==> src/rtl/branch_predictor_pht.sv <==
// PC-indexed table of saturating counters with branch/mispredict counters.
// Define BP_GSHARE_EN to XOR a speculative global history into the index.
module branch_predictor_pht #(
  parameter int IDX_W = 6,
  parameter int CTR_W = 2,
  parameter int GHR_W = 4
) (
  input  logic             clk_i,
  input  logic             rst_i,
  input  logic             lookup_valid_i,
  input  logic [31:0]      lookup_pc_i,
  output logic             predict_o,
  output logic [IDX_W-1:0] lookup_idx_o,
  output logic [GHR_W-1:0] lookup_ghr_o,
  input  logic             update_i,
  input  logic [IDX_W-1:0] update_idx_i,
  input  logic             update_taken_i,
  input  logic             update_mispredict_i,
  input  logic [GHR_W-1:0] update_ghr_i,
  output logic [31:0]      branch_cnt_o,
  output logic [31:0]      mispredict_cnt_o
);

  localparam int DEPTH = 1 << IDX_W;
  localparam logic [CTR_W-1:0] CTR_INIT =
    CTR_W'((1 << (CTR_W - 1)) - 1);
  localparam logic [CTR_W-1:0] CTR_MAX = '1;
  localparam logic [CTR_W-1:0] CTR_ONE = CTR_W'(1);

  logic [CTR_W-1:0] pht [DEPTH];
  logic [CTR_W-1:0] upd_ctr;
  logic [31:0]      br_cnt_q;
  logic [31:0]      mis_cnt_q;
  logic [IDX_W-1:0] pc_idx;
  logic             mis_evt;
  logic             unused_pc;

  assign pc_idx    = lookup_pc_i[IDX_W+1:2];
  assign unused_pc = ^{lookup_pc_i[31:IDX_W+2], lookup_pc_i[1:0]};
  assign mis_evt   = update_i & update_mispredict_i;

`ifdef BP_GSHARE_EN
  logic [GHR_W-1:0] ghr_q;
  logic [GHR_W-1:0] ghr_d;

  assign lookup_idx_o = pc_idx ^ IDX_W'(ghr_q);
  assign lookup_ghr_o = ghr_q;

  // Repair from EX wins over the speculative shift of a flushed lookup
  always_comb begin
    ghr_d = ghr_q;
    if (mis_evt)
      ghr_d = GHR_W'({update_ghr_i, update_taken_i});
    else if (lookup_valid_i)
      ghr_d = GHR_W'({ghr_q, predict_o});
  end

  always_ff @(posedge clk_i or negedge rst_i) begin
    if (!rst_i) ghr_q <= '0;
    else        ghr_q <= ghr_d;
  end
`else
  logic unused_ghr;

  assign lookup_idx_o = pc_idx;
  assign lookup_ghr_o = '0;
  assign unused_ghr   = ^{update_ghr_i, lookup_valid_i};
`endif

  assign predict_o = pht[lookup_idx_o][CTR_W-1];

  always_comb begin
    upd_ctr = pht[update_idx_i];
    if (update_taken_i) begin
      if (upd_ctr != CTR_MAX) upd_ctr = upd_ctr + CTR_ONE;
    end else begin
      if (upd_ctr != '0) upd_ctr = upd_ctr - CTR_ONE;
    end
  end

  always_ff @(posedge clk_i or negedge rst_i) begin
    if (!rst_i) begin
      for (int i = 0; i < DEPTH; i++) pht[i] <= CTR_INIT;
    end else if (update_i) begin
      pht[update_idx_i] <= upd_ctr;
    end
  end

  always_ff @(posedge clk_i or negedge rst_i) begin
    if (!rst_i) begin
      br_cnt_q  <= '0;
      mis_cnt_q <= '0;
    end else begin
      if (update_i) br_cnt_q  <= br_cnt_q + 32'd1;
      if (mis_evt)  mis_cnt_q <= mis_cnt_q + 32'd1;
    end
  end

  assign branch_cnt_o     = br_cnt_q;
  assign mispredict_cnt_o = mis_cnt_q;

endmodule

==> config.mk <==
export PLATFORM = sky130hd
export DESIGN_NAME = branch_predictor_pht
export DESIGN_NICKNAME = d
export VERILOG_FILES = /design/src/rtl/branch_predictor_pht.sv
export SDC_FILE = /design/constraint.sdc
export NUM_CORES = 1
export LEC_CHECK = 0
export ABC_CLOCK_PERIOD_IN_PS = 2900
export CORE_MARGIN = 1
export CORE_UTILIZATION = 51
export CTS_CLUSTER_DIAMETER = 30
export DETAILED_ROUTE_END_ITERATION = 7
export PLACE_DENSITY = 0.77
export SETUP_SLACK_MARGIN = 0.3
export SLEW_MARGIN = 10
export SYNTH_ARGS = -nofsm -noshare
export SYNTH_HDL_FRONTEND = slang
export SYNTH_SLANG_ARGS = --single-unit
==> constraint.sdc <==
create_clock -name clk_i -period 2.9 [get_ports clk_i]
set_input_delay 0.435 -clock clk_i [delete_from_list [all_inputs] [get_ports clk_i]]
set_output_delay 0.435 -clock clk_i [all_outputs]
set_load 0.1 [all_outputs]
==> impl_metrics.json <==
{
  "async_flop_share": 1.00,
  "worst_slack_ps": -150,
  "clock_latency_ps": 440,
  "cts_tree": "yes",
  "grt_max_degree": 78,
  "fin_crit_ps": 3050,
  "fp.dieH_um": 140,
  "synth.largest_area_cell": "dfrtp_1",
  "grtUsageTotal": 0.266,
  "whs_ps": 469,
  "synth_top_area_share": 0.329,
  "grt-ovfl-total": 0,
  "initial_utilization": 0.521,
  "wl_met3_um": 1740,
  "syn_area_sq_um": 9750,
  "wl_per_cell_um": 18.8,
  "grt_pass1_wl_um": 40300,
  "ir_drop_v": 0.000477,
  "arrival_ps": 2610,
  "synth_edf_count": 0,
  "rows": 50,
  "period_share": 1.05,
  "top_layer_used": "met4",
  "finalHoldViolCount": 0,
  "place.gp.congestion": 0.923,
  "finalSetupViolations": 1,
  "yosys_most_used_dff": "dfrtp_1",
  "syn_avg_cell_area_sq_um": 10.5,
  "path_max_fanout": 3,
  "detail_route.vias_per_cell": 5.79,
  "finalPower_w": 0.00765,
  "tns_ps": -150,
  "ant_nets": 0,
  "nNetsFinal": 1123,
  "ctsRootBufferMaster": "clkbuf_16",
  "setup.worst_path.end_class": "output pin",
  "clk_pin_slew_worst_paths_ps": 70,
  "leakagePower_nw": 5.15,
  "dr.pass1.iters": 7,
  "yosys_warnings": 0,
  "syn-instance-count": 929,
  "synthTopCellsByCount": "230 x nand2_1, 128 x dfrtp_1, 73 x o21ai_0",
  "violations": "negative setup slack",
  "ys_seq_elements": 192,
  "die_w_um": 140,
  "area_delta_synth_final_pct": 22.0,
  "hold_class": "flip-flop to flip-flop",
  "portBuffers": 87,
  "die_area_sq_um": 19700,
  "final.setup_skew_ps": 13.2,
  "maxCapViolations": 0,
  "wl_met2_um": 12000,
  "yosysSeqAreaShare": 0.501,
  "clock-sinks": 192,
  "status": "complete, but fails checks",
  "drcViolationCount": 0,
  "rsz0062_at_grt": "yes",
  "cts.htree.levels": 4,
  "wl_met1_um": 10200,
  "drt_iter0_markers": 755,
  "critPathKind": "flip-flop to output pin",
  "nFillCells": 1464,
  "pin_count": 123,
  "drt_wl_total_um": 24800,
  "drive_gt1_frac": 0.348,
  "timing.fmax_ghz": 0.328,
  "synthTopCellsByArea": "dfrtp_1 33%, dfstp_2 17%, nand2_1 8.9%",
  "cts_made_buffers": 17,
  "power_density_nw_per_um2": 643,
  "grt_pass1_vias": 7533,
  "yosysMostFrequentCell": "nand2_1",
  "slew_viol_final": 0,
  "grt_antenna_before_repair": 0,
  "vias": 7645,
  "cp.required_ps": 2470,
  "diodes": 0,
  "startpoint_type": "flip-flop",
  "hpwl_um": 17400,
  "synth.distinct_cells": 61,
  "clockBufferDepth": 2,
  "design.core.area_sq_um": 18700
}
repair_timing:
action,in CTS,in global routing
endpoints found under the hold margin,38,0
gates cloned,2,0
buffers inserted,2,0
resized for setup,12,5
hold buffers,1,0
pin swaps,1,1
endpoints found under the setup margin,129,127
layout make-up:
| cell class | instances | area (sq um) | area share |
|---|---|---|---|
| tap | 234 | 293 | 0.0246 |
| timing repair buffer | 176 | 1570 | 0.132 |
| clock buffer | 23 | 499 | 0.0420 |
| multi-input combinational | 673 | 4450 | 0.374 |
| clock inverter | 9 | 115 | 0.00968 |
| sequential | 192 | 4910 | 0.413 |
| inverter | 13 | 48.8 | 0.00410 |
where the power goes:
| group | internal, W | switching (W) |
|---|---|---|
| logic | 0.000585 | 0.00128 |
| clock network | 0.00140 | 0.00105 |
| registers | 0.00306 | 0.000264 |
| total | 0.00505 | 0.00260 |
stage by stage:
step	area, sq um	worst slack [ps]	util	std cells
after global routing	11900	-162	0.636	1320
after CTS	11900	-143	0.636	1320
final	11900	-150	0.636	1320
after detailed placement	11200	-495	0.598	1283
after global placement	11200	-467	0.598	1283
after floorplan	9830	68.5	-	932
metal layers:
metal | global-route usage | up-vias
li1 | - | 3532
met3 | 0.0485 | 70
met1 | 0.355 | 3709
met4 | 0.114 | 0
met2 | 0.430 | 334
met5 | 0 | -
cell families after synthesis:
family,count (synthesis),synth area share
AOI/OAI and AO/OA,184,0.130
and+or+nand+nor,358,0.163
other,1,0.000385
buffers and inverters,67,0.0445
DFF,192,0.501
adders and majority gates,4,0.00513
muxes,61,0.0998
xor gates and xnor gates,62,0.0557
worst max-delay path: stages, from the launching register on:
cell and delay (ps):
dfrtp_1 440, mux4_2 520, mux4_2 490, mux4_2 540, buf_12 190
final timing paths:
kind	startpoint	end	slack [ps]	cells after the start
min reg2reg	pht[44]	pht[44]	470	2
min in group asynchronous	rst_i	mispredict_cnt_o[7]	520	2
min	pht[44]	pht[44]	470	2
max reg2reg	pht[2]	pht[4]	400	8
max	pht[25]	predict_o	-150	4
max in group asynchronous	rst_i	pht[18]	1580	3
registers in the layout (all words and copies together), names as in the netlist:
signal	flops
pht	128
branch_cnt_o	32
mispredict_cnt_o	32
placed cells by master (no fill, tap or decap), drive strengths merged, types with 3 or more instances in the layout:
| cell | instances |
|---|---|
| and4 | 7 |
| nor3b | 4 |
| xnor2 | 45 |
| a221oi | 4 |
| mux4 | 28 |
| nand2b | 8 |
| mux2i | 29 |
| o21ai | 138 |
| nand4 | 11 |
| a211oi | 3 |
| o22ai | 10 |
| mux2 | 4 |
| nor2 | 32 |
| clkbuf | 25 |
| dfrtp | 128 |
| and3 | 12 |
| xor2 | 17 |
| a31oi | 3 |
| nand2 | 230 |
| o32ai | 5 |
| conb | 4 |
| nand3b | 4 |
| inv | 17 |
| clkdlybuf4s50 | 10 |
| a21oi | 7 |
| nor3 | 6 |
| dfstp | 64 |
| nand3 | 30 |
| nor4 | 3 |
| buf | 161 |
Note: power is estimated with default switching activity, not from simulation.
